--- config.mk ---
export PLATFORM = sky130hd
export DESIGN_NAME = video_timing_gen
export DESIGN_NICKNAME = d
export VERILOG_FILES = /design/src/rtl/vtg_pkg.sv /design/src/rtl/sig_delay.sv /design/src/rtl/video_timing_gen.sv
export SDC_FILE = /design/constraint.sdc
export NUM_CORES = 1
export LEC_CHECK = 0
export CAP_MARGIN = 20
export CORE_ASPECT_RATIO = 0.7
export CORE_UTILIZATION = 45
export CTS_BUF_LIST = sky130_fd_sc_hd__clkbuf_8
export CTS_CLUSTER_DIAMETER = 100
export DETAILED_ROUTE_END_ITERATION = 6
export HOLD_SLACK_MARGIN = 0.1
export PLACE_DENSITY = 0.68
export SYNTH_ARGS = -nofsm -noshare
export SYNTH_HDL_FRONTEND = slang
export SYNTH_SLANG_ARGS = --single-unit
--- constraint.sdc ---
create_clock -name clk_pixel_in -period 7.96 [get_ports clk_pixel_in]
set_input_delay 0.796 -clock clk_pixel_in [delete_from_list [all_inputs] [get_ports clk_pixel_in]]
set_output_delay 0.796 -clock clk_pixel_in [all_outputs]
set_load 0.01 [all_outputs]
--- src/rtl/vtg_pkg.sv ---
// Shared video timing definitions: timing record, standard 720p/480p modes and a window-decode helper.
package vtg_pkg;

   typedef struct packed {
      logic [31:0] h_active;
      logic [31:0] h_fp;
      logic [31:0] h_sync;
      logic [31:0] h_bp;
      logic [31:0] v_active;
      logic [31:0] v_fp;
      logic [31:0] v_sync;
      logic [31:0] v_bp;
   } vtg_timing_t;

   localparam vtg_timing_t VTG_720P = '{
      h_active: 32'd1280, h_fp: 32'd110, h_sync: 32'd40, h_bp: 32'd220,
      v_active: 32'd720,  v_fp: 32'd5,   v_sync: 32'd5,  v_bp: 32'd20
   };

   localparam vtg_timing_t VTG_480P = '{
      h_active: 32'd640, h_fp: 32'd16, h_sync: 32'd96, h_bp: 32'd48,
      v_active: 32'd480, v_fp: 32'd10, v_sync: 32'd2,  v_bp: 32'd33
   };

   // True when val lies in [lo, lo+len).
   function automatic logic in_window(input logic [31:0] val, input logic [31:0] lo,
                                      input logic [31:0] len);
      return (val >= lo) && (val < (lo + len));
   endfunction

endpackage

--- src/rtl/sig_delay.sv ---
// Fixed-length delay line with asynchronous reset to a caller-supplied value; DEPTH 0 is a plain wire.
module sig_delay #(
   parameter int WIDTH = 3,
   parameter int DEPTH = 4
) (
   input  logic             clk,
   input  logic             rst,
   input  logic [WIDTH-1:0] rst_val,
   input  logic [WIDTH-1:0] din,
   output logic [WIDTH-1:0] dout
);

   generate
      if (DEPTH == 0) begin : g_wire
         logic unused_s;
         assign unused_s = ^{clk, rst, rst_val};
         assign dout     = din;
      end else begin : g_pipe
         logic [WIDTH-1:0] stage_r [DEPTH];

         // Shift register; every stage parks at the reset value while rst is high.
         always_ff @(posedge clk or posedge rst) begin
            if (rst) begin
               for (int i = 0; i < DEPTH; i++) stage_r[i] <= rst_val;
            end else begin
               stage_r[0] <= din;
               for (int i = 1; i < DEPTH; i++) stage_r[i] <= stage_r[i-1];
            end
         end

         assign dout = stage_r[DEPTH-1];
      end
   endgenerate

endmodule

--- src/rtl/video_timing_gen.sv ---
// Video timing generator: pixel/line counters, sync/active/new-frame flags, frame count, delayed syncs.
// Defining VTG_LINE_IRQ_EN adds the line_sel_in / line_irq_out line-match interrupt.
module video_timing_gen
   import vtg_pkg::*;
#(
   parameter int H_ACTIVE   = int'(VTG_720P.h_active),
   parameter int H_FP       = int'(VTG_720P.h_fp),
   parameter int H_SYNC     = int'(VTG_720P.h_sync),
   parameter int H_BP       = int'(VTG_720P.h_bp),
   parameter int V_ACTIVE   = int'(VTG_720P.v_active),
   parameter int V_FP       = int'(VTG_720P.v_fp),
   parameter int V_SYNC     = int'(VTG_720P.v_sync),
   parameter int V_BP       = int'(VTG_720P.v_bp),
   parameter int SYNC_POS   = 1,
   parameter int PIPE_DEPTH = 4,
   parameter int FRAME_WRAP = 60,
   localparam int H_TOTAL   = H_ACTIVE + H_FP + H_SYNC + H_BP,
   localparam int V_TOTAL   = V_ACTIVE + V_FP + V_SYNC + V_BP,
   localparam int HW        = $clog2(H_TOTAL),
   localparam int VW        = $clog2(V_TOTAL),
   localparam int FW        = (FRAME_WRAP > 1) ? $clog2(FRAME_WRAP) : 1
) (
   input  logic          clk_pixel_in,
   input  logic          rst_in,
   output logic [HW-1:0] hcount_out,
   output logic [VW-1:0] vcount_out,
   output logic          hs_out,
   output logic          vs_out,
   output logic          ad_out,
   output logic          hs_d_out,
   output logic          vs_d_out,
   output logic          ad_d_out,
   output logic          nf_out,
`ifdef VTG_LINE_IRQ_EN
   output logic [FW-1:0] fc_out,
   input  logic [VW-1:0] line_sel_in,
   output logic          line_irq_out
`else
   output logic [FW-1:0] fc_out
`endif
);

   localparam logic          SYNC_ACT = (SYNC_POS != 0) ? 1'b1 : 1'b0;
   localparam logic [HW-1:0] H_MAX    = HW'(H_TOTAL - 1);
   localparam logic [VW-1:0] V_MAX    = VW'(V_TOTAL - 1);
   localparam logic [HW-1:0] H_NF     = HW'(H_ACTIVE);
   localparam logic [VW-1:0] V_NF     = VW'(V_ACTIVE);
   localparam logic [FW-1:0] FC_MAX   = FW'(FRAME_WRAP - 1);

   logic [HW-1:0] h_r, h_nxt_s;
   logic [VW-1:0] v_r, v_nxt_s;
   logic [FW-1:0] fc_r;
   logic          hs_r, vs_r, ad_r, nf_r;
   logic          hs_nxt_s, vs_nxt_s, ad_nxt_s, nf_nxt_s;
   logic [2:0]    dly_in_s, dly_out_s;

   // Next position and the flags decoded from it, so each flag registers together with its counts.
   always_comb begin
      h_nxt_s = h_r + HW'(1);
      v_nxt_s = v_r;
      if (h_r == H_MAX) begin
         h_nxt_s = '0;
         if (v_r == V_MAX) begin
            v_nxt_s = '0;
         end else begin
            v_nxt_s = v_r + VW'(1);
         end
      end else begin
         h_nxt_s = h_r + HW'(1);
         v_nxt_s = v_r;
      end
      ad_nxt_s = (32'(h_nxt_s) < 32'(H_ACTIVE)) && (32'(v_nxt_s) < 32'(V_ACTIVE));
      hs_nxt_s = in_window(32'(h_nxt_s), 32'(H_ACTIVE + H_FP), 32'(H_SYNC)) ? SYNC_ACT : ~SYNC_ACT;
      vs_nxt_s = in_window(32'(v_nxt_s), 32'(V_ACTIVE + V_FP), 32'(V_SYNC)) ? SYNC_ACT : ~SYNC_ACT;
      nf_nxt_s = (h_nxt_s == H_NF) && (v_nxt_s == V_NF);
   end

   // Counters, flags and frame count; reset parks the counters on the last pixel of a frame.
   always_ff @(posedge clk_pixel_in or posedge rst_in) begin
      if (rst_in) begin
         h_r  <= H_MAX;
         v_r  <= V_MAX;
         hs_r <= ~SYNC_ACT;
         vs_r <= ~SYNC_ACT;
         ad_r <= 1'b0;
         nf_r <= 1'b0;
         fc_r <= '0;
      end else begin
         h_r  <= h_nxt_s;
         v_r  <= v_nxt_s;
         hs_r <= hs_nxt_s;
         vs_r <= vs_nxt_s;
         ad_r <= ad_nxt_s;
         nf_r <= nf_nxt_s;
         if (nf_nxt_s) begin
            fc_r <= (fc_r == FC_MAX) ? '0 : fc_r + FW'(1);
         end else begin
            fc_r <= fc_r;
         end
      end
   end

`ifdef VTG_LINE_IRQ_EN
   logic irq_r;

   // A selected line beyond the frame never matches because the line counter cannot reach it.
   always_ff @(posedge clk_pixel_in or posedge rst_in) begin
      if (rst_in) begin
         irq_r <= 1'b0;
      end else begin
         irq_r <= (h_nxt_s == H_NF) && (v_nxt_s == line_sel_in);
      end
   end

   assign line_irq_out = irq_r;
`endif

   assign dly_in_s = {hs_r, vs_r, ad_r};

   sig_delay #(
      .WIDTH (3),
      .DEPTH (PIPE_DEPTH)
   ) u_sync_dly (
      .clk     (clk_pixel_in),
      .rst     (rst_in),
      .rst_val ({~SYNC_ACT, ~SYNC_ACT, 1'b0}),
      .din     (dly_in_s),
      .dout    (dly_out_s)
   );

   assign hcount_out = h_r;
   assign vcount_out = v_r;
   assign hs_out     = hs_r;
   assign vs_out     = vs_r;
   assign ad_out     = ad_r;
   assign nf_out     = nf_r;
   assign fc_out     = fc_r;
   assign hs_d_out   = dly_out_s[2];
   assign vs_d_out   = dly_out_s[1];
   assign ad_d_out   = dly_out_s[0];

endmodule

* Yosys cells after proc, flatten, opt, wreduce, memory -nomap -nowiden
Index checks and enable logic that the tools add are counted.
** Word-level totals
- ROM bits :: 0
- Latch bits :: 0
- Flip-flop bits (word level) :: 43
- Bits in writable memories :: 0
- Input bits :: 2
- Output and inout bits :: 34
- Memories kept :: 0
- Word-level logic and storage cells :: 35
** Cells by class
- Muxes and demuxes :: 6
- Div/mod/pow operators :: 0
- Equality and inequality tests :: 5
- $add $sub $neg :: 3
- Bitwise operators :: 0
- Multipliers :: 0
- Order comparisons :: 6
- Shifts and indexed selects :: 0
- Reduce and logical (&&, ||, !) cells :: 4
** Operators with widths (count)
- 11-bit == test, second input constant :: 2
- 11-bit less-than comparator, second input constant :: 2
- 10-bit == test, second input constant :: 2
- 10-bit less-than comparator, second input constant :: 2
- 10-bit two-way mux :: 2
- 11-bit by 1-bit adder with 11-bit output, second input constant :: 1
- 11-bit greater-or-equal comparator, second input constant :: 1
- 11-bit two-way mux :: 1
- 10-bit by 1-bit adder with 10-bit output, second input constant :: 1
- 10-bit greater-or-equal comparator, second input constant :: 1
- 6-bit by 1-bit adder with 6-bit output, second input constant :: 1
- 6-bit == test, second input constant :: 1
- 6-bit two-way mux :: 1
- 1-bit logical AND :: 4
- 1-bit two-way mux :: 2

* Longest topological paths before layout
- Depth after elaboration :: 6
- Mapped depth :: 11
- Depth with buffers taken out :: 9

* Worst setup path before layout
Ideal clock, no wire load.
- Kind :: register to register
- From :: register h_r[0], in the netlist hcount_out[0]
- To :: register fc_r[5], in the netlist fc_out[5]
- Cell stages (with the launch flop) :: 11
- Data required time :: 7.841 ns
- Data arrival time :: 2.800 ns
- Buffers on the path :: 2
- Clock period less this slack :: 2.919 ns
- Library setup time :: 0.119 ns
- Slack :: 5.041 ns
- Cell sequence :: dfstp_2 > ha_1 > buf_6 > nand4_1 > or3_1 > a21boi_2 > o21ai_0 > or4_1 > buf_2 > or3_1 > o21a_1
** Between the ends
- Cells in the longest elaborated chain, start to end :: 4
- Elaborated cells on any way between the ends :: 7
- Those cells by class :: 1 x add/sub; 3 x eq/ne; 2 x mux; 1 x reduce/logical
** Ends and longest elaborated chain
- start, declared :: line video_timing_gen.sv:50 : logic [HW-1:0] h_r, h_nxt_s;
- start signal, assigned :: line video_timing_gen.sv:89 : h_r <= h_nxt_s;
- 11-bit by 1-bit adder with 11-bit output / 11-bit == test (equally long branches) :: line video_timing_gen.sv:69, video_timing_gen.sv:61
- 11-bit two-way mux / 10-bit two-way mux (equally long branches) :: line video_timing_gen.sv:61 : if (h_r == H_MAX) begin
- 11-bit == test / 10-bit == test (equally long branches) :: line video_timing_gen.sv:75 : nf_nxt_s = (h_nxt_s == H_NF) && (v_nxt_s == V_NF);
- 1-bit logical AND (*) :: line video_timing_gen.sv:75
- end signal, assigned :: line video_timing_gen.sv:96 : fc_r <= (fc_r == FC_MAX) ? '0 : fc_r + FW'(1);
- end signal, assigned :: line video_timing_gen.sv:98 : fc_r <= fc_r;
- end, declared :: line video_timing_gen.sv:52 : logic [FW-1:0] fc_r;
Every way passes the cells marked *; elsewhere a longest branch is shown, timed or not.
A chain may end at the register's enable or synchronous reset.

* Worst setup path in the final report
- From :: register h_r[0], in the netlist hcount_out[0]
- To :: register fc_r[2], in the netlist fc_out[2]
** Between the ends
- Cells in the longest elaborated chain, start to end :: 4
- Elaborated cells on any way between the ends :: 7
- Those cells by class :: 1 x add/sub; 3 x eq/ne; 2 x mux; 1 x reduce/logical
** Ends and longest elaborated chain
- 11-bit == test :: line video_timing_gen.sv:61
- 10-bit two-way mux :: line video_timing_gen.sv:61
- named net v_nxt_s[6] :: line video_timing_gen.sv:51 : logic [VW-1:0] v_r, v_nxt_s;
- 10-bit == test :: line video_timing_gen.sv:75
- 1-bit logical AND :: line video_timing_gen.sv:75
The timed path passes the listed nets, and every way through them passes these cells.

==> impl_metrics.ini <==
[cts]
cts_buffers = 5
post_cts_buffers = 0
cts_tree = yes
cts_resized = 0
hold_buffers = 0
cts_max_level = 2
clock_path_buffers = 2
clk_pin_slew_ns = 0.09
cts.sinks = 43
clockRootBuffer = clkbuf_8
clk_latency_ns = 0.30

[layout]
finalNonFillerCells = 345
mostFrequentLayoutCells = 35 x clkdlybuf4s50_1, 30 x dfrtp_1, 22 x nand2_1, 20 x nor2_1, 18 x o21ai_0
num_antenna_cells = 0
final_common_cell = clkdlybuf4s50_1
drive_gt1_share_pct = 11.6
num-nets-final = 282
final_core_util_pct = 56.8
syn_to_final_growth_pct = 17.6

[sta]
rsz0062_at_grt = false
clock_skew_ns = 0.0102
slew_headroom_pct = 36.9
period_minus_slack_ns = 3.49
tns_ns = 0
worstMarginPinSlew_ns = 0.947
hold_violations = 0
setup_viol = 0
finalMaxSlewViolations = 0
post-route-period-util_pct = 43.8
max_freq_mhz = 287

[place]
dp.cells = 337
io_buffers = 35
gp_congestion = 0.888
dp_hpwl_mm = 3.90

[worst_setup_path]
crit_arrival_ns = 3.68
cp-end-kind = register
crit_type = register to register
crit_path_start_kind = register
path_max_fanout = 27
required_ns = 8.15

[drt]
dr.pass1.iters = 5
drt_iter0_markers = 218
routed_wl_mm = 5.68
vias = 2046
drcViolationCount = 0
routed_wire_length_per_instance_um = 16.5
antenna_left = 0
viasPerCell = 5.93

[synthesis]
syn_area_um2 = 2390
ys_ff_latch = 43
yosysWarnings = 0
syn_nets = 255
synth_cells = 248
synthArstFlopShare_pct = 100
synth.avg_cell_area_um2 = 9.63
synth_edf_count = 0
ys.flop_type = dfrtp_1
ys_types = 54
ys_seq_area_share_pct = 45.8

[floorplanning]
core_region_area_um2 = 4940
rows = 21
start_util_pct = 48.3
die-area_um2 = 5610
fp.dieW_um = 89.1
io_pins = 36
die_y_um = 62.9

[global_routing]
grt_max_degree = 44
grt_pass1_vias = 1760
grt-ovfl-total = 0
grt_usage_pct = 22.0
grt_pass1_wl_mm = 9.26
antenna_found_initial = 0

[outcome]
status = completed

[flow_run]
drv_cap = 0

[pwr]
p_leak_nw = 1.07
power_density_nw_per_um2 = 143
peakVddDrop_v = 0.0000692

[min_path]
hold_path_class = register to register
-- cells by family after synthesis --
group           synth area share, %
compound gates                 20.0
buf+inv                        7.18
simple gates                   19.8
mux                           0.943
xor+xnor                       3.67
fa+ha+maj                      2.62
flops                          45.8
-- sequential cells by signal, indices dropped and copies added, names as in the netlist --
register and flops:
vs_out 1, ad_out 1, hcount_out 11, u_sync_dly.g_pipe.stage_r 9
vcount_out 10, nf_out 1, u_sync_dly.dout 3, hs_out 1
fc_out 6
-- path summary, 6_finish.rpt --
path | start | endpoint | slack, ns | cells after the start
setup reg to reg | hcount_out[0]$_DFF_PP1_ | fc_out[2]$_DFFE_PP0P_ | 4.47 | 8
setup / recovery | hcount_out[0]$_DFF_PP1_ | fc_out[2]$_DFFE_PP0P_ | 4.47 | 8
hold / removal | u_sync_dly.g_pipe.stage_r[11]$_DFF_PP0_ | u_sync_dly.g_pipe.stage_r[8]$_DFF_PP0_ | 0.35 | 0
hold reg to reg | u_sync_dly.g_pipe.stage_r[11]$_DFF_PP0_ | u_sync_dly.g_pipe.stage_r[8]$_DFF_PP0_ | 0.35 | 0
min in group asynchronous | rst_in | ad_out$_DFF_PP0_ | 0.92 | 3
max in group asynchronous | rst_in | hcount_out[6]$_DFF_PP1_ | 6.66 | 3
-- layout make-up --
cell class / count / area [um2]
fill: 451 / 2130
multi-input combinational: 180 / 1120
sequential: 43 / 1090
timing repair buffer: 36 / 358
tap: 69 / 86.3
clock buffer: 5 / 68.8
clock inverter: 3 / 43.8
inverter: 9 / 33.8
-- worst max-delay path: stages, from the launching register on --
cell,delay (ns)
dfstp_2,0.60
ha_1,0.16
and4bb_1,0.25
and3_1,0.80
a221o_2,0.34
o21ai_2,0.06
or4_1,0.66
nor2_1,0.16
mux2_2,0.35
-- power breakdown --
group / leakage (nW) / switching [mW] / internal (mW) / total (mW)
logic: 0.487 / 0.00409 / 0.000782 / 0.00487
clock network: 0.0581 / 0.0837 / 0.0936 / 0.177
registers: 0.528 / 0 / 0.219 / 0.219
-- per-stage QoR --
step	instance area [um2]	setup slack, ns	hold slack, ns	total power [mW]
floorplan	2390	5.04	0.331	0.226
global placement	2690	4.63	0.334	0.228
detailed placement	2690	4.57	0.336	0.228
CTS	2810	4.51	0.355	0.405
global route	2810	4.29	0.362	0.413
finish	2810	4.47	0.352	0.401
-- metal layers --
layer  up-vias  GRT usage [%]  share of wire [%]
met5         -              0                  0
met4         0           5.75                1.0
met3         7           5.42                8.9
met2       107           28.9                 40
met1       969           35.4                 50
li1        963              -                  -
-- synth_stat cells (3+ instances only) --
cell,number,share of area [%]
o21a_1,3,0.94
a21oi_1,12,2.5
dfstp_2,13,14
nor2_1,20,3.1
or3_1,4,1.0
inv_1,9,1.4
clkbuf_1,3,0.47
a31oi_1,5,1.3
buf_6,5,2.4
o211ai_1,4,1.3
nand3_1,11,2.3
o31ai_1,5,1.6
nor3_1,12,2.5
ha_1,5,2.6
nor4_1,3,0.79
xor2_1,3,1.1
xnor2_1,7,2.6
dfrtp_1,30,31
and3_1,4,1.0
o22ai_1,3,0.79
clkbuf_8,3,1.7
o21ai_0,18,3.8
nand2_1,22,3.5
nand4_1,5,1.3
Note: power is estimated with default switching activity, not from simulation.
